$ cat config.mk
export PLATFORM = sky130hd
export DESIGN_NAME = wdg_heartbeat_tx_flat
export DESIGN_NICKNAME = d
export VERILOG_FILES = /design/src/rtl/wdg_heartbeat_tx_if.sv /design/src/rtl/wdg_heartbeat_tx.sv /design/src/flat_wrapper.sv
export SDC_FILE = /design/constraint.sdc
export NUM_CORES = 1
export LEC_CHECK = 0
export BUFFER_PORTS_ARGS = -buffer_cell sky130_fd_sc_hd__buf_2
export CAP_MARGIN = 5
export CORE_MARGIN = 2
export CORE_UTILIZATION = 58
export DETAILED_ROUTE_END_ITERATION = 6
export PLACE_DENSITY_LB_ADDON = 0.05
export SYNTH_ARGS = -nofsm -noshare
export SYNTH_HDL_FRONTEND = slang
export SYNTH_SLANG_ARGS = --single-unit
$ cat constraint.sdc
create_clock -name clk -period 1.8 [get_ports clk]
set_input_delay 0.36 -clock clk [delete_from_list [all_inputs] [get_ports clk]]
set_output_delay 0.36 -clock clk [all_outputs]
set_load 0.01 [all_outputs]
$ cat src/rtl/wdg_heartbeat_tx_if.sv
// Heartbeat link bundle: enable/kick towards the transmitter, line and status back.
interface wdg_heartbeat_tx_if;
  logic en;
  logic kick;
  logic wdg;
  logic wdg_edge;
  logic running;
  logic stalled;

  modport master (
    output en,
    output kick,
    input  wdg,
    input  wdg_edge,
    input  running,
    input  stalled
  );

  modport slave (
    input  en,
    input  kick,
    output wdg,
    output wdg_edge,
    output running,
    output stalled
  );
endinterface

$ cat src/rtl/wdg_heartbeat_tx.sv
// Watchdog heartbeat transmitter: toggles wdg every HALF_PERIOD cycles while kicks
// keep arriving; freezes the line (STALL) after MAX_MISS kick-less half-periods.
module wdg_heartbeat_tx #(
  parameter int unsigned HALF_PERIOD = 1000,
  parameter int unsigned MAX_MISS    = 4,
  parameter int unsigned DIV_W       = 16,
  parameter int unsigned MISS_W      = 4
) (
  input  logic               clk,
  input  logic               rst,
  wdg_heartbeat_tx_if.slave  hb
);

  typedef enum logic [1:0] {
    IDLE  = 2'd0,
    RUN   = 2'd1,
    STALL = 2'd2
  } state_e;

  localparam logic [DIV_W-1:0]  DIV_TC   = DIV_W'(HALF_PERIOD - 1);
  localparam logic [DIV_W-1:0]  DIV_LIM  = DIV_W'(HALF_PERIOD);
  localparam logic [MISS_W-1:0] MISS_LST = MISS_W'(MAX_MISS - 1);

  state_e              state_q, state_d;
  logic                wdg_q, wdg_d;
  logic                edge_q, edge_d;
  logic                running_q, running_d;
  logic                stalled_q, stalled_d;
  logic [DIV_W-1:0]    div_q, div_d;
  logic [MISS_W-1:0]   miss_q, miss_d;
  logic                kick_seen_q, kick_seen_d;

  always_ff @(posedge clk or negedge rst) begin
    if (!rst) begin
      state_q     <= IDLE;
      wdg_q       <= 1'b0;
      edge_q      <= 1'b0;
      running_q   <= 1'b0;
      stalled_q   <= 1'b0;
      div_q       <= '0;
      miss_q      <= '0;
      kick_seen_q <= 1'b0;
    end else begin
      state_q     <= state_d;
      wdg_q       <= wdg_d;
      edge_q      <= edge_d;
      running_q   <= running_d;
      stalled_q   <= stalled_d;
      div_q       <= div_d;
      miss_q      <= miss_d;
      kick_seen_q <= kick_seen_d;
    end
  end

  always_comb begin
    state_d     = state_q;
    wdg_d       = wdg_q;
    edge_d      = 1'b0;
    div_d       = div_q;
    miss_d      = miss_q;
    kick_seen_d = kick_seen_q;

    if (!hb.en) begin
      state_d     = IDLE;
      div_d       = '0;
      miss_d      = '0;
      kick_seen_d = 1'b0;
    end else begin
      unique case (state_q)
        IDLE: begin
          state_d     = RUN;
          div_d       = '0;
          miss_d      = '0;
          kick_seen_d = 1'b0;
        end

        RUN: begin
          if (div_q == DIV_TC) begin
            div_d       = '0;
            kick_seen_d = 1'b0;
            // A kick landing on the terminal cycle still counts for this half-period.
            if (kick_seen_q || hb.kick) begin
              wdg_d  = ~wdg_q;
              edge_d = 1'b1;
              miss_d = '0;
            end else if (miss_q == MISS_LST) begin
              miss_d  = '0;
              state_d = STALL;
            end else begin
              wdg_d  = ~wdg_q;
              edge_d = 1'b1;
              miss_d = miss_q + MISS_W'(1);
            end
          end else begin
            div_d       = div_q + DIV_W'(1);
            kick_seen_d = kick_seen_q | hb.kick;
          end
        end

        STALL: begin
          div_d = '0;
          if (hb.kick) begin
            state_d     = RUN;
            miss_d      = '0;
            kick_seen_d = 1'b0;
          end
        end

        default: begin
          state_d     = IDLE;
          div_d       = '0;
          miss_d      = '0;
          kick_seen_d = 1'b0;
        end
      endcase
    end

    running_d = (state_d == RUN);
    stalled_d = (state_d == STALL);
  end

  assign hb.wdg      = wdg_q;
  assign hb.wdg_edge = edge_q;
  assign hb.running  = running_q;
  assign hb.stalled  = stalled_q;

  a_status_exclusive : assert property (@(posedge clk) disable iff (!rst)
    !(running_q && stalled_q));

  a_edge_means_toggle : assert property (@(posedge clk) disable iff (!rst)
    edge_q |-> (wdg_q != $past(wdg_q)));

  a_div_bounded : assert property (@(posedge clk) disable iff (!rst)
    div_q < DIV_LIM);

endmodule
$ cat src/flat_wrapper.sv
// flat-port wrapper written by rule: the top's interface ports become plain ports
module wdg_heartbeat_tx_flat 
#(
  parameter int unsigned HALF_PERIOD = 1000,
  parameter int unsigned MAX_MISS    = 4,
  parameter int unsigned DIV_W       = 16,
  parameter int unsigned MISS_W      = 4
)
  (clk, rst, hb_en, hb_kick, hb_wdg, hb_wdg_edge, hb_running, hb_stalled);
  wdg_heartbeat_tx_if hb_i ();
  input  logic clk;
  input  logic rst;
  input wire logic [$bits(hb_i.en)-1:0] hb_en;
  input wire logic [$bits(hb_i.kick)-1:0] hb_kick;
  output wire logic [$bits(hb_i.wdg)-1:0] hb_wdg;
  output wire logic [$bits(hb_i.wdg_edge)-1:0] hb_wdg_edge;
  output wire logic [$bits(hb_i.running)-1:0] hb_running;
  output wire logic [$bits(hb_i.stalled)-1:0] hb_stalled;
  assign hb_i.en = hb_en;
  assign hb_i.kick = hb_kick;
  assign hb_wdg = hb_i.wdg;
  assign hb_wdg_edge = hb_i.wdg_edge;
  assign hb_running = hb_i.running;
  assign hb_stalled = hb_i.stalled;
  wdg_heartbeat_tx #(.HALF_PERIOD(HALF_PERIOD), .MAX_MISS(MAX_MISS), .DIV_W(DIV_W), .MISS_W(MISS_W)) u_core (.clk(clk), .rst(rst), .hb(hb_i));
endmodule
After elaboration in Yosys (flattened, before gate mapping) --
Index checks and enable logic that the tools add are counted.
Storage, ports and cells: register bits 27, bits of input ports 4, logic and storage cells 51
Operators by class: equality and inequality tests 9, bitwise logic cells 2, reductions and logical operators 4, multiplexer cells 26, add/sub/neg operators 2
Operators with widths (number):
- 2-to-1 mux 16 bit | 3
- 2-to-1 mux 4 bit | 5
- adder 16 x 1 -> 16 bit, second input constant | 1
- == test 16 x 10 -> 1 bit, second input constant | 1
- 2-to-1 mux 1 bit | 10
- 2-to-1 mux 2 bit | 5
- one-hot mux 4 bit (2 select lines) | 1
- one-hot mux 2 bit (3 select lines) | 1
- adder 4 x 1 -> 4 bit, second input constant | 1
- == test 2 x 1 -> 1 bit, second input constant | 2
- == test 2 bit, second input constant | 2
- == test 4 x 2 -> 1 bit, second input constant | 1
- AND reduction 4 bit | 1
- inequality test 3 x 2 -> 1 bit, second input constant | 1
- inequality test 3 bit, second input constant | 1
- logical NOT 2 bit | 1
- inequality test 2 x 1 -> 1 bit, second input constant | 1
- one-hot mux 1 bit (2 select lines) | 1
- AND reduction 2 bit | 1
- logical OR 1 bit | 1
- inverter 1 bit | 1
- OR 1 bit | 1

Longest topological paths before layout --
Gate-level depths: netlist of the first run.
depth after elaboration 7, mapped depth 6

Worst setup path before layout of the first run --
OpenSTA, ideal clock, no wires.
kind register to register, start register u_core.div_q[0], end register u_core.miss_q[2], buffers on the path 0, slack 164 ps, arrival 1515 ps, stages on the path, launching flop included 6, cells stage by stage dfrtp_1 > ha_1 > and4bb_2 > nand4_4 > a221o_1 > a22o_1
On the way: word-level cells in the longest chain between the ends 3
Ends and longest elaborated chain:
- from (decl) | line wdg_heartbeat_tx.sv:29 | logic [DIV_W-1:0] div_q, div_d;
- from (signal assigned) | line wdg_heartbeat_tx.sv:49 | div_q <= div_d;
- == test 16 x 10 -> 1 bit | line wdg_heartbeat_tx.sv:78 | if (div_q == DIV_TC) begin
- inequality test 3 x 2 -> 1 bit (no line)
- AND reduction 2 bit (no line)
- to (signal assigned) | line wdg_heartbeat_tx.sv:50 | miss_q <= miss_d;
- to (decl) | line wdg_heartbeat_tx.sv:30 | logic [MISS_W-1:0] miss_q, miss_d;
No other way between the ends. A chain may end at the register's enable or synchronous reset.

Worst setup path after layout of the first run --
start register u_core.div_q[3], end register u_core.miss_q[2]
Same word-level chain as after synthesis.

==> results of run 1 <==
cell families (layout without fill, tap and decap cells):
| family | after synthesis | after routing | share of synthesized area |
|---|---|---|---|
| AO/OA/AOI/OAI | 15 | 15 | 0.07613 |
| XOR/XNOR | 14 | 14 | 0.09100 |
| adder cells (fa/ha/maj) | 2 | 2 | 0.01857 |
| buffers and inverters | 7 | 21 | 0.02042 |
| flip-flops | 27 | 27 | 0.5014 |
| multiplexers | 1 | 1 | 0.007428 |
| AND/OR/NAND/NOR | 62 | 62 | 0.2851 |
per-layer routing:
layer / vias up / wire length [µm] / global-route usage / part of all wire
met5: - / 0 / 0 / 0
met4: 0 / 30 / 0.09829 / 0.012
met3: 4 / 82 / 0.03429 / 0.033
met2: 22 / 1289 / 0.3755 / 0.51
met1: 480 / 1113 / 0.2387 / 0.44
li1: 492 / - / - / -
synth_stat cells (all sizes together), types with 3 or more instances:
cell type / count
and4: 3
nor4: 3
a31o: 3
xnor2: 6
dfrtp: 27
nor3: 4
a21oi: 5
nand3: 7
nand4: 9
nor2: 20
inv: 6
nand2: 5
xor2: 8
power groups by stage:
stage                     logic, mW  registers (mW)  clock network [mW]
after CTS                    0.0476           0.616               0.262
after floorplan              0.0220           0.627                   0
after global routing         0.0538           0.617               0.283
final                        0.0465           0.616               0.251
after global placement       0.0467           0.627                   0
after detailed placement     0.0474           0.627                   0
registers in the layout, summed over array words and instances (netlist names):
signal	flops
u_core.hb.wdg	1
u_core.hb.running	1
u_core.hb.stalled	1
u_core.miss_q	4
u_core.state_q	2
u_core.div_q	16
u_core.hb.wdg_edge	1
u_core.kick_seen_q	1
cell type report:
cell class,count,area share
clock buffer,4,0.01789
tap,28,0.02385
sequential,27,0.4600
inverter,6,0.01533
timing repair buffer,11,0.04429
multi-input combinational,94,0.4387
how the worst max path moves through the flow:
stage | from | end | cells past startpoint
floorplan | u_core.div_q[0]$_DFF_PN0_ | u_core.miss_q[2]$_DFFE_PN0P_ | 5
global placement | u_core.div_q[3]$_DFF_PN0_ | u_core.miss_q[2]$_DFFE_PN0P_ | 4
detailed placement | u_core.div_q[3]$_DFF_PN0_ | u_core.miss_q[2]$_DFFE_PN0P_ | 4
CTS | u_core.div_q[3]$_DFF_PN0_ | u_core.miss_q[2]$_DFFE_PN0P_ | 4
global route | u_core.div_q[3]$_DFF_PN0_ | u_core.miss_q[2]$_DFFE_PN0P_ | 4
finish | u_core.div_q[3]$_DFF_PN0_ | u_core.miss_q[2]$_DFFE_PN0P_ | 4
per-stage QoR:
step	hold slack (ns)	std cells	utilization
floorplan	0.06441	128	-
global placement	0.3951	166	0.6521
detailed placement	0.3998	166	0.6521
CTS	0.04218	170	0.6640
global route	0.05648	170	0.6640
finish	0.03220	170	0.6640
worst register-to-register path: stages, from the launching register on:
cell,delay [ns]
dfrtp_1,0.48
nor4b_4,0.37
nand4_4,0.18
a221o_1,0.34
a22o_1,0.22
==> metrics.yaml, run 1 <==
sta:
  max_freq_ghz: 0.5962
  max_slew_margin: 0.5989
  setup_ws_ns: 0.1228
  setup_violations: 0
  post-route-period-util: 0.9318
  drv_slew: 0
  period_needed_ns: 1.677
  rsz0062_at_grt: "no"
  setup_tns_ns: 0
  tightestPinTransition_ns: 0.6017
  fin_skew_ns: 0.002952
  hold_viol_final: 0
critical_path:
  crit_type: "reg2reg"
  cp_cell_sequence: "nor4b_4 > nand4_4 > a221o_1 > a22o_1"
  critPathBufInv: 0
  reg2reg_depth: 4
  start_kind: "register"
  end_kind: "register"
  cp.required_ns: 2.02
  slowest_stage: "dfrtp_1"
  slowest_delay_ns: 0.48
  r2r-start: "u_core.div_q[3]$_DFF_PN0_"
  r2r_end: "u_core.miss_q[2]$_DFFE_PN0P_"
  cp_data_arrival_time_ns: 1.90
  ff2ff_setup_slack_ns: 0.12
  path_delay_family: "compound AO/OA/AOI/OAI gates"
  critPathMaxFanout: 6
route:
  detail_route.iter0.violations: 17
  via_per_inst: 5.871
  vias: 998
  wirelength_mm: 2.516
  antenna_left: 0
  post-route-drc-count: 0
  post_drt_wl_per_cell_um: 14.80
  drt_first_pass_iters: 4
yosys:
  synthFlopType: "dfrtp_1"
  synthTopCellsByArea: "dfrtp_1 50%, nor2_1 5.6%, xor2_1 5.2%"
  post-synth-top-area-fraction: 0.5014
  synthArstFlopShare: 1.000
  netlist_area_um2: 1348
  synth.yosys.seq_area_share: 0.5014
  syn_inst: 128
  synth_fp_nets: 134
  synth_edf_count: 0
  syn_avg_cell_area_um2: 10.53
  synth_top_cell_by_area: "dfrtp_1"
  ys_types: 35
  ys_warn_count: 0
  synth_seq_cells: 27
grt:
  antenna_found_initial: 0
  grt_overflow: 0
  grt_pass1_vias: 977
  grt_max_degree: 28
  grt_pass1_wl_mm: 4.140
  grt_use_total: 0.2083
power:
  p_comb_frac: 0.051
  p_total_mw: 0.9129
  switching_share: 0.2195
  switchingPower_mw: 0.2003
  p_int_mw: 0.7126
  p_leak_nw: 0.6484
  p_per_area_nw_per_um2: 621.5
  pwr-share-clk: 0.275
  p_seq_frac: 0.674
  worst_ir_drop_vdd_mv: 0.5739
clock_network:
  clockBufferDepth: 2
  clkSinkCount: 27
  tritoncts: "built"
  post_cts_buffers: 0
  root_buffer: "clkbuf_4"
  numCtsBuffers: 3
  htreeDepth: 1
  insertion_delay_ns: 0.31
  cts_resized: 0
  ctsHoldBuffers: 0
  clkSlewWorstSetupHoldPaths_ns: 0.13
placement:
  dpl_cell_area_um2: 1443
  port_buffers: 7
  post-place-ws_ns: 0.1128
  place_congestion: 0.7837
  hpwl_mm: 1.822
floorplan:
  fp-row-count: 17
  die_width_um: 52.20
  start_util: 0.6092
  core-area_um2: 2212
  dieArea_um2: 2725
  die_h_um: 52.20
  top_level_ports: 8
layout:
  layout_commonest_cell: "dfrtp_1"
  seqCellArea_um2: 675.6
  stdcell_area_um2: 1469
  layout_common_cells: "27 x dfrtp_1, 20 x nor2_1, 8 x nand4_1, 8 x xor2_1"
  nFillCells: 188
  nets: 149
  multi_input_area_um2: 644.4
  drive_gt1_frac: 0.1761
  diodes: 0
  area_delta_synth_final_pct: 9.007
worst_hold_path:
  min_path_type: "in2async"
status:
  status: "finished, final reports clean"
run:
  max-cap-violations: 0
Note: power is estimated with default switching activity, not from simulation.
==> inputs of run 2 (changes only) <==
Settings changed: CORE_UTILIZATION 58 to 45.
==> run 2 against run 1 <==
Design area grew 1.2%. Fmax grew 0.34%. Die area grew 27%. Non-clock buffer count grew 1. Clock power is essentially flat. Via count grew 2.0%. Flip-flop and latch count is the same. Utilization shrank 13 points.
==> metrics.yaml, run 2 (synthesis gave the netlist of run 1 again) <==
sta:
  max_freq_ghz: 0.5982
  post-route-period-util: 0.9287
  drv_slew: 0
  setup_ws_ns: 0.1284
  setup_tns_ns: 0
  rsz0062_at_grt: "no"
  fin_skew_ns: 0.004675
  max_slew_margin: 0.6021
  setup_violations: 0
  tightestPinTransition_ns: 0.5969
  period_needed_ns: 1.672
  hold_viol_final: 0
worst_hold_path:
  min_path_type: "in2async"
clock_network:
  root_buffer: "clkbuf_4"
  numCtsBuffers: 3
  post_cts_buffers: 0
  htreeDepth: 1
  clockBufferDepth: 2
  insertion_delay_ns: 0.31
  clkSinkCount: 27
  ctsHoldBuffers: 0
  clkSlewWorstSetupHoldPaths_ns: 0.14
  cts_resized: 0
  tritoncts: "built"
grt:
  grt_max_degree: 28
  grt_overflow: 0
  grt_pass1_vias: 1072
  antenna_found_initial: 0
  grt_pass1_wl_mm: 4.623
  grt_use_total: 0.1726
floorplan:
  top_level_ports: 8
  fp-row-count: 19
  core-area_um2: 2805
  start_util: 0.4804
  dieArea_um2: 3448
  die_width_um: 58.72
  die_h_um: 58.72
run:
  max-cap-violations: 0
layout:
  multi_input_area_um2: 650.6
  nFillCells: 263
  post-route-util: 0.5299
  largest_reg_flops: 16
  seqCellArea_um2: 675.6
  largest-register: "u_core.div_q"
  largestRegisters: "u_core.div_q: 16 flops, u_core.miss_q: 4 flops, u_core.state_q: 2 flops"
  layout_commonest_cell: "dfrtp_1"
  layout_common_cells: "27 x dfrtp_1, 20 x nor2_1, 8 x nand4_1, 8 x xor2_1"
  drive_gt1_frac: 0.1888
  area_delta_synth_final_pct: 10.31
  nets: 150
  stdcell_area_um2: 1486
  diodes: 0
critical_path:
  r2r-start: "u_core.div_q[3]$_DFF_PN0_"
  cp_data_arrival_time_ns: 1.89
  start_kind: "register"
  crit_type: "reg2reg"
  end_kind: "register"
  cp_cell_sequence: "nor4b_4 > nand4_4 > a221o_1 > a22o_1"
  ff2ff_setup_slack_ns: 0.13
  slowest_stage: "dfrtp_1"
  critPathMaxFanout: 6
  r2r_end: "u_core.miss_q[2]$_DFFE_PN0P_"
  cp.required_ns: 2.02
  slowest_delay_ns: 0.48
  critPathBufInv: 0
  reg2reg_depth: 4
  path_delay_family: "compound AO/OA/AOI/OAI gates"
placement:
  hpwl_mm: 1.844
  port_buffers: 7
  dpl_cell_area_um2: 1454
  place_congestion: 0.7754
  post-place-ws_ns: 0.1284
power:
  worst_ir_drop_vdd_mv: 0.2787
  p_total_mw: 0.9155
  p_per_area_nw_per_um2: 615.9
  p_leak_nw: 0.6556
route:
  post-route-drc-count: 0
  post_drt_wl_per_cell_um: 14.57
  wirelength_mm: 2.535
  antenna_left: 0
  via_per_inst: 5.851
  drt_first_pass_iters: 6
  detail_route.iter0.violations: 32
  vias: 1018
status:
  status: "finished, final reports clean"
[run 2: cell count changes in the layout (fill, tap and decap cells not counted)]
cell	before	now
buf_4	4	5
nor4b_1	1	0
nor4b_2	0	1
[run 2: worst max path at each step]
stage / from / end / cells after the start
after CTS: u_core.div_q[3]$_DFF_PN0_ / u_core.miss_q[2]$_DFFE_PN0P_ / 4
final: u_core.div_q[3]$_DFF_PN0_ / u_core.miss_q[2]$_DFFE_PN0P_ / 4
after global routing: u_core.div_q[3]$_DFF_PN0_ / u_core.miss_q[2]$_DFFE_PN0P_ / 4
after floorplan: u_core.div_q[0]$_DFF_PN0_ / u_core.miss_q[2]$_DFFE_PN0P_ / 5
after global placement: u_core.div_q[3]$_DFF_PN0_ / u_core.miss_q[2]$_DFFE_PN0P_ / 4
after detailed placement: u_core.div_q[3]$_DFF_PN0_ / u_core.miss_q[2]$_DFFE_PN0P_ / 4
[run 2: cell type report]
class	instances	share of cell area
Multi-Input combinational cell	94	0.4377
Inverter	6	0.01515
Clock buffer	4	0.01768
Tap cell	31	0.02609
Sequential cell	27	0.4545
Timing Repair Buffer	12	0.04882
[run 2: where the power goes]
part           leakage, nW  switching (mW)  internal, mW
Sequential           0.371         0.00354         0.612
Combinational        0.270          0.0326        0.0145
Clock               0.0150           0.166        0.0865
[run 2: per-layer routing]
| metal | vias up | GRT usage | share of wire |
|---|---|---|---|
| met3 | 6 | 0.03077 | 0.025 |
| met5 | - | 0 | 0 |
| met1 | 508 | 0.2050 | 0.44 |
| li1 | 492 | - | - |
| met4 | 0 | 0.05519 | 0.014 |
| met2 | 12 | 0.3127 | 0.52 |
[run 2: metrics by stage]
step / hold slack (ns) / cells
after CTS: 0.04292 / 174
final: 0.02855 / 174
after floorplan: 0.06441 / 128
after detailed placement: 0.4123 / 170
after global placement: 0.3971 / 170
after global routing: 0.04764 / 174
[run 2: worst reg2reg max path: stages, from the launching register on]
cell,delay (ns)
dfrtp_1,0.48
nor4b_4,0.36
nand4_4,0.18
a221o_1,0.34
a22o_1,0.23
